**src/rtl/cpu_pkg.sv**
```systemverilog
// Shared encodings for the CPU program-counter path: next-PC select codes,
// sequencer FSM state type and the default reset/trap vectors.
package cpu_pkg;

    typedef enum logic [1:0] {
        PC_SEQ    = 2'b00,
        PC_BRANCH = 2'b01,
        PC_JUMP   = 2'b10,
        PC_REG    = 2'b11
    } pc_sel_e;

    typedef enum logic {
        ST_RUN  = 1'b0,
        ST_HALT = 1'b1
    } seq_state_e;

    localparam logic [31:0] DEFAULT_RESET_VECTOR = 32'h0000_0000;
    localparam logic [31:0] DEFAULT_TRAP_VECTOR  = 32'h0000_0180;

endpackage

```
**src/rtl/pc_sequencer_if.sv**
```systemverilog
// Control-unit / instruction-memory side of the PC sequencer.
// master = control unit, slave = sequencer.
interface pc_sequencer_if #(
    parameter int WIDTH       = 32,
    parameter int IMM_BITS    = 16,
    parameter int JUMP_BITS   = 26,
    parameter int COUNT_WIDTH = 32
);
    logic                   Halt_en;
    logic                   Resume_en;
    logic                   Write_en;
    logic                   Branch_en;
    logic [1:0]             Sel_in;
    logic [IMM_BITS-1:0]    Imm_in;
    logic [JUMP_BITS-1:0]   Target_in;
    logic [WIDTH-1:0]       Reg_in;
    logic [WIDTH-1:0]       Address_out;
    logic [WIDTH-1:0]       Address_plus_out;
    logic                   Halted_out;
    logic                   Misalign_out;
    logic [WIDTH-1:0]       Epc_out;
    logic [COUNT_WIDTH-1:0] Count_out;

    modport master (
        output Halt_en, Resume_en, Write_en, Branch_en, Sel_in,
               Imm_in, Target_in, Reg_in,
        input  Address_out, Address_plus_out, Halted_out, Misalign_out,
               Epc_out, Count_out
    );

    modport slave (
        input  Halt_en, Resume_en, Write_en, Branch_en, Sel_in,
               Imm_in, Target_in, Reg_in,
        output Address_out, Address_plus_out, Halted_out, Misalign_out,
               Epc_out, Count_out
    );
endinterface

```
**src/rtl/pc_next_calc.sv**
```systemverilog
// Combinational next-PC selection: sequential, conditional branch, jump or
// register target, plus misaligned register-target detection.
module pc_next_calc
    import cpu_pkg::*;
#(
    parameter int WIDTH     = 32,
    parameter int IMM_BITS  = 16,
    parameter int JUMP_BITS = 26
) (
    input  logic [WIDTH-1:0]     i_pc,
    input  logic [1:0]           i_sel,
    input  logic                 i_branch_en,
    input  logic [IMM_BITS-1:0]  i_imm,
    input  logic [JUMP_BITS-1:0] i_target,
    input  logic [WIDTH-1:0]     i_reg,
    output logic [WIDTH-1:0]     o_next_pc,
    output logic                 o_misalign
);

    logic [WIDTH-1:0] w_pc_plus4;
    logic [WIDTH-1:0] w_imm_ext;
    logic [WIDTH-1:0] w_branch_pc;
    logic [WIDTH-1:0] w_jump_pc;

    assign w_pc_plus4  = i_pc + WIDTH'(4);
    assign w_imm_ext   = {{(WIDTH-IMM_BITS){i_imm[IMM_BITS-1]}}, i_imm};
    assign w_branch_pc = w_pc_plus4 + (w_imm_ext << 2);
    // Jump keeps the region bits of pc+4 and replaces the word index.
    assign w_jump_pc   = {w_pc_plus4[WIDTH-1:JUMP_BITS+2], i_target, 2'b00};

    always_comb begin
        o_next_pc  = w_pc_plus4;
        o_misalign = 1'b0;
        case (pc_sel_e'(i_sel))
            PC_SEQ:    o_next_pc = w_pc_plus4;
            PC_BRANCH: o_next_pc = i_branch_en ? w_branch_pc : w_pc_plus4;
            PC_JUMP:   o_next_pc = w_jump_pc;
            PC_REG: begin
                o_next_pc  = i_reg;
                o_misalign = (i_reg[1:0] != 2'b00);
            end
            default:   o_next_pc = w_pc_plus4;
        endcase
    end

endmodule

```
**src/rtl/pc_sequencer.sv**
```systemverilog
// Program-counter sequencer: RUN/HALT control, PC/EPC/update-count registers
// and the misaligned-target trap mux.
//
// state   | meaning
// --------+-----------------------------------------------------------
// ST_RUN  | Write_en accepts a PC update; Halt_en enters halt (wins)
// ST_HALT | PC, count, EPC frozen; Resume_en (without Halt_en) returns
module pc_sequencer
    import cpu_pkg::*;
#(
    parameter int                   WIDTH        = 32,
    parameter int                   IMM_BITS     = 16,
    parameter int                   JUMP_BITS    = 26,
    parameter logic [WIDTH-1:0]     RESET_VECTOR = WIDTH'(DEFAULT_RESET_VECTOR),
    parameter logic [WIDTH-1:0]     TRAP_VECTOR  = WIDTH'(DEFAULT_TRAP_VECTOR),
    parameter int                   COUNT_WIDTH  = 32
) (
    input  logic          CLK_in,
    input  logic          Start_en,
    pc_sequencer_if.slave bus
);

    seq_state_e             r_state;
    seq_state_e             w_state_nxt;
    logic                   w_accept;
    logic [WIDTH-1:0]       r_pc;
    logic [WIDTH-1:0]       r_epc;
    logic [COUNT_WIDTH-1:0] r_count;
    logic                   r_misalign;
    logic                   r_halted;
    logic [WIDTH-1:0]       w_next_pc;
    logic                   w_misalign;

    pc_next_calc #(
        .WIDTH     (WIDTH),
        .IMM_BITS  (IMM_BITS),
        .JUMP_BITS (JUMP_BITS)
    ) u_next_calc (
        .i_pc        (r_pc),
        .i_sel       (bus.Sel_in),
        .i_branch_en (bus.Branch_en),
        .i_imm       (bus.Imm_in),
        .i_target    (bus.Target_in),
        .i_reg       (bus.Reg_in),
        .o_next_pc   (w_next_pc),
        .o_misalign  (w_misalign)
    );

    always_comb begin
        w_state_nxt = r_state;
        w_accept    = 1'b0;
        case (r_state)
            ST_RUN: begin
                if (bus.Halt_en) begin
                    w_state_nxt = ST_HALT;
                end else if (bus.Write_en) begin
                    w_accept = 1'b1;
                end
            end
            ST_HALT: begin
                if (bus.Resume_en && !bus.Halt_en) begin
                    w_state_nxt = ST_RUN;
                end
            end
            default: w_state_nxt = ST_RUN;
        endcase
    end

    always_ff @(posedge CLK_in) begin
        if (!Start_en) begin
            r_state    <= ST_RUN;
            r_pc       <= RESET_VECTOR;
            r_epc      <= '0;
            r_count    <= '0;
            r_misalign <= 1'b0;
            r_halted   <= 1'b0;
        end else begin
            r_state    <= w_state_nxt;
            r_halted   <= (w_state_nxt == ST_HALT);
            r_misalign <= 1'b0;
            if (w_accept) begin
                r_count <= r_count + COUNT_WIDTH'(1);
                // A trapping update still counts as an accepted update.
                if (w_misalign) begin
                    r_pc       <= TRAP_VECTOR;
                    r_epc      <= r_pc;
                    r_misalign <= 1'b1;
                end else begin
                    r_pc <= w_next_pc;
                end
            end
        end
    end

    assign bus.Address_out      = r_pc;
    assign bus.Address_plus_out = r_pc + WIDTH'(4);
    assign bus.Halted_out       = r_halted;
    assign bus.Misalign_out     = r_misalign;
    assign bus.Epc_out          = r_epc;
    assign bus.Count_out        = r_count;

endmodule

```
**src/flat_wrapper.sv**
```systemverilog
// flat-port wrapper written by rule: the top's interface ports become plain ports
module pc_sequencer_flat import cpu_pkg::*;
#(
    parameter int                   WIDTH        = 32,
    parameter int                   IMM_BITS     = 16,
    parameter int                   JUMP_BITS    = 26,
    parameter logic [WIDTH-1:0]     RESET_VECTOR = WIDTH'(DEFAULT_RESET_VECTOR),
    parameter logic [WIDTH-1:0]     TRAP_VECTOR  = WIDTH'(DEFAULT_TRAP_VECTOR),
    parameter int                   COUNT_WIDTH  = 32
)
  (CLK_in, Start_en, bus_Halt_en, bus_Resume_en, bus_Write_en, bus_Branch_en, bus_Sel_in, bus_Imm_in, bus_Target_in, bus_Reg_in, bus_Address_out, bus_Address_plus_out, bus_Halted_out, bus_Misalign_out, bus_Epc_out, bus_Count_out);
  pc_sequencer_if #(.WIDTH(WIDTH), .IMM_BITS(IMM_BITS), .JUMP_BITS(JUMP_BITS), .COUNT_WIDTH(COUNT_WIDTH)) bus_i ();
  input  logic CLK_in;
  input  logic Start_en;
  input wire logic [$bits(bus_i.Halt_en)-1:0] bus_Halt_en;
  input wire logic [$bits(bus_i.Resume_en)-1:0] bus_Resume_en;
  input wire logic [$bits(bus_i.Write_en)-1:0] bus_Write_en;
  input wire logic [$bits(bus_i.Branch_en)-1:0] bus_Branch_en;
  input wire logic [$bits(bus_i.Sel_in)-1:0] bus_Sel_in;
  input wire logic [$bits(bus_i.Imm_in)-1:0] bus_Imm_in;
  input wire logic [$bits(bus_i.Target_in)-1:0] bus_Target_in;
  input wire logic [$bits(bus_i.Reg_in)-1:0] bus_Reg_in;
  output wire logic [$bits(bus_i.Address_out)-1:0] bus_Address_out;
  output wire logic [$bits(bus_i.Address_plus_out)-1:0] bus_Address_plus_out;
  output wire logic [$bits(bus_i.Halted_out)-1:0] bus_Halted_out;
  output wire logic [$bits(bus_i.Misalign_out)-1:0] bus_Misalign_out;
  output wire logic [$bits(bus_i.Epc_out)-1:0] bus_Epc_out;
  output wire logic [$bits(bus_i.Count_out)-1:0] bus_Count_out;
  assign bus_i.Halt_en = bus_Halt_en;
  assign bus_i.Resume_en = bus_Resume_en;
  assign bus_i.Write_en = bus_Write_en;
  assign bus_i.Branch_en = bus_Branch_en;
  assign bus_i.Sel_in = bus_Sel_in;
  assign bus_i.Imm_in = bus_Imm_in;
  assign bus_i.Target_in = bus_Target_in;
  assign bus_i.Reg_in = bus_Reg_in;
  assign bus_Address_out = bus_i.Address_out;
  assign bus_Address_plus_out = bus_i.Address_plus_out;
  assign bus_Halted_out = bus_i.Halted_out;
  assign bus_Misalign_out = bus_i.Misalign_out;
  assign bus_Epc_out = bus_i.Epc_out;
  assign bus_Count_out = bus_i.Count_out;
  pc_sequencer #(.WIDTH(WIDTH), .IMM_BITS(IMM_BITS), .JUMP_BITS(JUMP_BITS), .RESET_VECTOR(RESET_VECTOR), .TRAP_VECTOR(TRAP_VECTOR), .COUNT_WIDTH(COUNT_WIDTH)) u_core (.CLK_in(CLK_in), .Start_en(Start_en), .bus(bus_i));
endmodule
```
**config.mk**
```make
export PLATFORM = sky130hd
export DESIGN_NAME = pc_sequencer_flat
export DESIGN_NICKNAME = d
export VERILOG_FILES = /design/src/rtl/cpu_pkg.sv /design/src/rtl/pc_sequencer_if.sv /design/src/rtl/pc_next_calc.sv /design/src/rtl/pc_sequencer.sv /design/src/flat_wrapper.sv
export SDC_FILE = /design/constraint.sdc
export NUM_CORES = 1
export LEC_CHECK = 0
export ABC_AREA = 1
export BUFFER_PORTS_ARGS = -buffer_cell sky130_fd_sc_hd__buf_2
export CORE_AREA = 4 4 120 122
export DETAILED_ROUTE_END_ITERATION = 12
export DIE_AREA = 0 0 124 126
export PLACE_DENSITY = 0.94
export SLEW_MARGIN = 15
export SYNTH_ARGS = -nofsm -noshare
export SYNTH_HDL_FRONTEND = slang
export SYNTH_SLANG_ARGS = --single-unit
```
**constraint.sdc**
```tcl
create_clock -name CLK_in -period 5.1 [get_ports CLK_in]
set_input_delay 0.51 -clock CLK_in [delete_from_list [all_inputs] [get_ports CLK_in]]
set_output_delay 0.51 -clock CLK_in [all_outputs]
set_load 0.005 [all_outputs]
```
## After elaboration in Yosys (flattened, before gate mapping)

Cells that the tools add are included.

- Bits in registers: 98
- Bits in latches: 0
- RAM bits: 0
- ROM bits: 0
- Input bits: 82
- Output and inout port bits: 130
- Logic and storage cells: 29
- Memories: 0

- Add/sub/neg operators: 3
- $mul: 0
- Divide/modulo/power cells: 0
- Order comparisons: 0
- Equality and inequality tests: 3
- Shift-type cells: 0
- Mux-type cells: 11
- Bitwise operators: 1
- Reductions and logical operators: 6

Operator list:

| kind | count |
|---|---|
| 32-bit one-hot mux with 4 select lines | 1 |
| 32-bit 2-to-1 mux | 2 |
| 32-bit by 1-bit adder with 32-bit output (second input constant) | 1 |
| 32-bit by 3-bit adder with 32-bit output (second input constant) | 1 |
| 32-bit adder | 1 |
| 1-bit 2-to-1 mux | 7 |
| 2-bit == test (second input constant) | 2 |
| 2-bit AND reduction | 2 |
| 2-bit by 1-bit == test with 1-bit output (second input constant) | 1 |
| 2-bit logical NOT | 1 |
| 1-bit one-hot mux with 2 select lines | 1 |
| 2-bit nonzero test | 1 |
| 1-bit logical AND | 1 |
| 1-bit logical NOT | 1 |
| 1-bit NOT | 1 |

## Depth between registers and ports, before layout

- Depth in word-level cells: 5
- Mapped depth: 25
- Depth with buffers taken out: 25

## Modules after synthesis

A second synthesis with hierarchy kept.

- Cell total of the unflattened synthesis: 1528
- Area, all modules: 9062.4 um2

Modules (own cells, without submodules):

| module | times used | cells each | area an instance (um2) | sequential area each (um2) |
|---|---|---|---|---|
| pc_sequencer | 1 | 709 | 4983.5 | 1961.9 |
| pc_next_calc | 1 | 819 | 4078.9 | 0.0 |

## Worst setup path after synthesis

Ideal clock, no wire load.

- Path kind: register -> register
- From: reg u_core.r_pc[2] (netlist: u_core.bus.Address_out[2])
- To: reg u_core.r_pc[30] (netlist: u_core.bus.Address_out[30])
- Setup time: 0.132 ns
- Arrival: 2.744 ns
- Data required time: 4.968 ns
- Setup slack: 2.224 ns
- Cell stages (with the launch flop): 22
- Path buffers: 0
- Period minus slack after synthesis: 2.876 ns
- Cells stage by stage: dfxtp_1 -> ha_1 -> nand2_2 -> nor2_4 -> nand2_4 -> nor2_4 -> nand3_2 -> or2_1 -> xor2_1 -> ha_1 -> nand2_1 -> inv_1 -> a21oi_1 -> nand2_1 -> a21oi_1 -> nand2_1 -> nand2_1 -> nand3_1 -> nand2_1 -> nand2_1 -> nand2_1 -> a21oi_1

- Longest elaborated chain between the ends: 5

RTL lines:

| what | RTL line | RTL |
|---|---|---|
| from (decl) | pc_sequencer.sv:26 | `logic [WIDTH-1:0] r_pc;` |
| from (signal assigned) | pc_sequencer.sv:89 | `r_pc <= w_next_pc;` |
| 32-bit by 3-bit adder with 32-bit output | - |  |
| net bus_Address_plus_out[28] | flat_wrapper.sv:24 | `output wire logic [$bits(bus_i.Address_plus_out)-1:0] bus_Address_plus_out;` |
| 32-bit adder | pc_next_calc.sv:27 | `assign w_branch_pc = w_pc_plus4 + (w_imm_ext << 2);` |
| 32-bit 2-to-1 mux | pc_next_calc.sv:36 | `PC_BRANCH: o_next_pc = i_branch_en ? w_branch_pc : w_pc_plus4;` |
| 32-bit one-hot mux with 4 select lines | pc_next_calc.sv:34 | `case (pc_sel_e'(i_sel))` |
| 32-bit 2-to-1 mux | pc_sequencer.sv:84 | `if (w_misalign) begin` |

The timed path passes the listed nets, and every way through them passes these cells.
A chain may end at the register's enable or synchronous reset.

## Final worst setup path

- From: reg u_core.r_pc[2] (netlist: u_core.bus.Address_out[2])
- To: reg u_core.r_pc[29] (netlist: u_core.bus.Address_out[29])

- Longest elaborated chain between the ends: 5

RTL lines:

| what | RTL line | RTL |
|---|---|---|
| 32-bit by 3-bit adder with 32-bit output * | pc_next_calc.sv:25 | `assign w_pc_plus4 = i_pc + WIDTH'(4);` |
| 32-bit adder | pc_next_calc.sv:27 |  |
| 32-bit 2-to-1 mux | pc_next_calc.sv:36 |  |
| 32-bit one-hot mux with 4 select lines * | pc_next_calc.sv:34 |  |
| 32-bit 2-to-1 mux * | pc_sequencer.sv:84 |  |

Mark *: on every way between the ends. The rest lies on a longest branch, timed or not.

==> flow_summary.rst <==
.. list-table::
   :header-rows: 1

   * - Metric
     - Value
   * - Result of the run
     - finished, final reports clean
   * - Fraction of final layout cells with drive strength greater than 1
     - 20.34%
   * - Antenna fix cells
     - 0
   * - Area grow syn2layout
     - 19.00%
   * - Worst path buffer plus inverter count
     - 1
   * - Tightest slew margin relative to the limit
     - 43.09%
   * - Clock network fraction of total power
     - 35.2%
   * - Final number of hold-violating endpoints
     - 0
   * - Dpl ws
     - 1729 ps
   * - Mapped Avg Cell Area
     - 6.153 sq um
   * - Chip Width
     - 124 um
   * - Synth Area in Adders
     - 6.196%
   * - Post-synthesis mux area share
     - 0%
   * - Count of non-filler cells in the finished layout
     - 1607
   * - Combinational share of power
     - 20.2%
   * - PortBufs
     - 211
   * - Number of H-tree branching levels
     - 3
   * - Routed wire length per instance
     - 16.88 um
   * - Commonest cells post-synth
     - sky130_fd_sc_hd__nand2_1 (362), sky130_fd_sc_hd__inv_1 (142), sky130_fd_sc_hd__nor2_1 (140)
   * - Skew-Pair Late Insertion Delay
     - 350 ps
   * - Kind of end point of the critical path
     - flip-flop
   * - FFs w/ async S/R, synth
     - 0%
   * - Worst path arrival time
     - 3780 ps
   * - Number of buffers inserted by post-CTS setup repair
     - 0
   * - Final worst path period share
     - 69.81%
   * - Master cell of the clock root buffer
     - sky130_fd_sc_hd__clkbuf_16
   * - Number of enable flip-flop cells after synthesis
     - 0
   * - Worst Setup Start Kind
     - flip-flop
   * - Iteration-0 DRC count of the detailed router
     - 796
   * - Main combinational cell family by area after synthesis
     - simple AND/OR/NAND/NOR gates
   * - Static Leakage
     - 4.828 nW
   * - Most frequent cell after synthesis
     - sky130_fd_sc_hd__nand2_1
   * - Placed cell count
     - 1593
   * - Nets in the synthesized netlist
     - 1353
   * - Summed area of non-filler cells in the final layout
     - 9035 sq um
   * - Post-route clock skew
     - 8.401 ps
   * - Count of nets after finishing
     - 1547
   * - Max Root-Sink Buffers
     - 2
   * - Proportion of power drawn by flip-flops and latches
     - 44.6%
   * - Fin. max-slew vios
     - 0
   * - CTS-repair resized insts
     - 0
   * - Sw frac
     - 30.58%
   * - Family of cells with the greatest summed delay on the critical path
     - simple AND/OR/NAND/NOR gates
   * - Synth Cell Area
     - 7592 sq um
   * - Antenna violations before repair
     - 0
   * - Number of sinks driven by the clock tree
     - 98
   * - #FFs+latches synth
     - 98
   * - Peak supply drop
     - 0.1756 mV
   * - Maximum fanout count along the critical path
     - 6
   * - Cell types occupying the most area after synthesis
     - sky130_fd_sc_hd__dfxtp_1 (26%), sky130_fd_sc_hd__nand2_1 (18%), sky130_fd_sc_hd__inv_1 (7.0%)
   * - Critical Path, Cell by Cell
     - ha_1, nand2_2, nor2_4, nand2_4, nor2_4, nand3_2, nor2_1, xor2_1, inv_1, ha_1, nand2_1, nor2_1, nand2_1, nor3_1, nand2_1, nand2_1, nand2_1, nand3_1, nand3_1, nand2_1, a21oi_1
   * - Required time of the worst setup path
     - 5320 ps
   * - RSZ-0062 raised after global routing
     - no
   * - Area of the die
     - 15620 sq um
   * - Post-synthesis cell count
     - 1234
   * - Mean number of vias per cell
     - 5.646
   * - Final standard cell utilization of the core
     - 68.50%
   * - Rows
     - 42
   * - Clock transition at the registers of the reported paths
     - 70 ps
   * - Proportion of synthesized chip area in sequential cells
     - 25.84%
   * - Xor/xnor share of the synthesized area
     - 4.614%
   * - Via Count
     - 9073
   * - Initial Utilization
     - 57.56%
   * - Worst hold path class
     - primary input to flip-flop
   * - Synth top area share
     - 25.84%
   * - Synth Warn #
     - 0
   * - Detailed placer's ending HPWL
     - 21550 um
   * - Global-route total usage across every layer
     - 34.23%
   * - Number of max-cap violations
     - 0
   * - Number of hold buffers added after cts
     - 0
   * - Grt total ovfl
     - 0
   * - CTS tree
     - done
   * - Number of remaining DRC errors
     - 0
   * - Number of I/O pins
     - 212
   * - Chip Height
     - 126 um
   * - Actual slew at the worst max-slew pin
     - 851.7 ps
   * - Predominant post-synthesis flop cell
     - sky130_fd_sc_hd__dfxtp_1
   * - Pin count of the biggest net entering global routing
     - 48
   * - Worst path setup slack after routing
     - 1540 ps
   * - Number of buffers inserted during clock tree synthesis
     - 9
   * - F_max
     - 0.2809 GHz
   * - Yosys cell types
     - 51
   * - Antenna-violating nets left
     - 0
   * - Core area
     - 13190 sq um
   * - Routability Congestion
     - 1.067
   * - Number of search-and-repair iterations in the first detailed-routing pass
     - 7
   * - CP most frequent cell
     - sky130_fd_sc_hd__nand2_1
   * - Global-route wire length before repair
     - 42320 um
   * - Switching power
     - 550.9 uW
   * - Internal power contribution
     - 1.251 mW
   * - Complex-gate fraction of the synthesized area
     - 15.31%
   * - Final Setup Violations
     - 0
   * - Maximum single-stage delay on the critical path
     - 460 ps
   * - Leading area contributor after synthesis
     - sky130_fd_sc_hd__dfxtp_1
   * - Final wirelength
     - 27120 um
   * - Worst-path cell with the longest stage delay
     - sky130_fd_sc_hd__dfxtp_1
   * - Simple-gate share of the synthesized area
     - 38.40%
   * - Final min period
     - 3560 ps
   * - Vias in the first global route
     - 8366
   * - Cell area power density
     - 199.4 nW/um^2
   * - Placed standard-cell area
     - 8766 sq um
   * - Kind of critical path
     - flip-flop to flip-flop
   * - Sum of negative setup slack
     - 0 ps
==> power by group through the flow <==
stage	sequential, mW	combinational (mW)	clock [mW]
after global routing	0.805	0.405	0.662
after detailed placement	0.820	0.356	0
final	0.804	0.364	0.633
after CTS	0.803	0.358	0.633
after global placement	0.819	0.352	0
after floorplan	0.817	0.219	0
==> per-layer routing <==
metal  part of all wire [%]  GRT usage (%)
met1                     39          45.42
met3                     11          7.578
met2                     45          53.45
met5                      0              0
met4                    4.6          14.37
==> path summary, 6_finish.rpt <==
kind	from	to	slack, ps	depth (start not counted)
hold reg to reg	u_core.bus.Count_out[28]$_SDFFE_PN0P_	u_core.bus.Count_out[28]$_SDFFE_PN0P_	490	2
setup / recovery	u_core.bus.Address_out[2]$_SDFFE_PN0P_	u_core.bus.Address_out[29]$_SDFFE_PN0P_	1540	21
hold / removal	bus_Halt_en	u_core.r_state$_SDFF_PN0_	400	3
setup reg to reg	u_core.bus.Address_out[2]$_SDFFE_PN0P_	u_core.bus.Address_out[29]$_SDFFE_PN0P_	1540	21
==> flip-flops by register name, summed over array words and instances (netlist names) <==
register                 cells
u_core.bus.Address_out      32
u_core.r_state               1
u_core.bus.Epc_out          32
u_core.bus.Count_out        32
u_core.bus.Misalign_out      1
==> tightest hold or removal path, delay by kind of cell <==
| family | cells | cell delay [ps] |
|---|---|---|
| buf+inv | 1 | 90 |
| compound gates | 1 | 40 |
| simple gates | 1 | 70 |
==> layout make-up <==
cell class                      count  area [sq um]
Inverter                          157         589.3
Timing Repair Buffer              216          1094
Clock inverter                      4         30.03
Fill cell                        1174          4155
Clock buffer                       10         239.0
Tap cell                          176         220.2
Sequential cell                    98          1962
Multi-Input combinational cell    946          4901
==> logic make-up after synthesis <==
group | Yosys count
fa+ha+maj | 37
compound gates | 212
xor+xnor | 40
flops | 98
simple gates | 657
buf+inv | 190
==> through the flow <==
stage | power (mW) | hold slack, ps
after floorplan | 1.036 | 465.7
after CTS | 1.794 | 388.1
after detailed placement | 1.176 | 477.2
after global placement | 1.172 | 467.2
final | 1.801 | 395.8
after global routing | 1.873 | 416.6
==> cells in the final DEF (no fill, tap or decap), types with 3 or more instances in the layout <==
master / instances
sky130_fd_sc_hd__a21oi_1: 98
sky130_fd_sc_hd__a22o_1: 6
sky130_fd_sc_hd__and2_1: 3
sky130_fd_sc_hd__buf_2: 211
sky130_fd_sc_hd__buf_4: 5
sky130_fd_sc_hd__clkbuf_16: 9
sky130_fd_sc_hd__dfxtp_1: 98
sky130_fd_sc_hd__ha_1: 36
sky130_fd_sc_hd__inv_1: 142
sky130_fd_sc_hd__inv_2: 13
sky130_fd_sc_hd__nand2_1: 362
sky130_fd_sc_hd__nand2_2: 11
sky130_fd_sc_hd__nand3_1: 56
sky130_fd_sc_hd__nand3_2: 3
sky130_fd_sc_hd__nand3b_1: 4
sky130_fd_sc_hd__nand4_1: 18
sky130_fd_sc_hd__nor2_1: 139
sky130_fd_sc_hd__nor2_2: 9
sky130_fd_sc_hd__nor2_4: 7
sky130_fd_sc_hd__nor3_1: 20
sky130_fd_sc_hd__nor3_4: 3
sky130_fd_sc_hd__nor4_1: 4
sky130_fd_sc_hd__o211ai_1: 9
sky130_fd_sc_hd__o21ai_0: 66
sky130_fd_sc_hd__o21ai_1: 13
sky130_fd_sc_hd__o21bai_1: 7
sky130_fd_sc_hd__o221ai_1: 3
sky130_fd_sc_hd__xnor2_1: 13
sky130_fd_sc_hd__xor2_1: 27
Note: power is estimated with default switching activity, not from simulation.
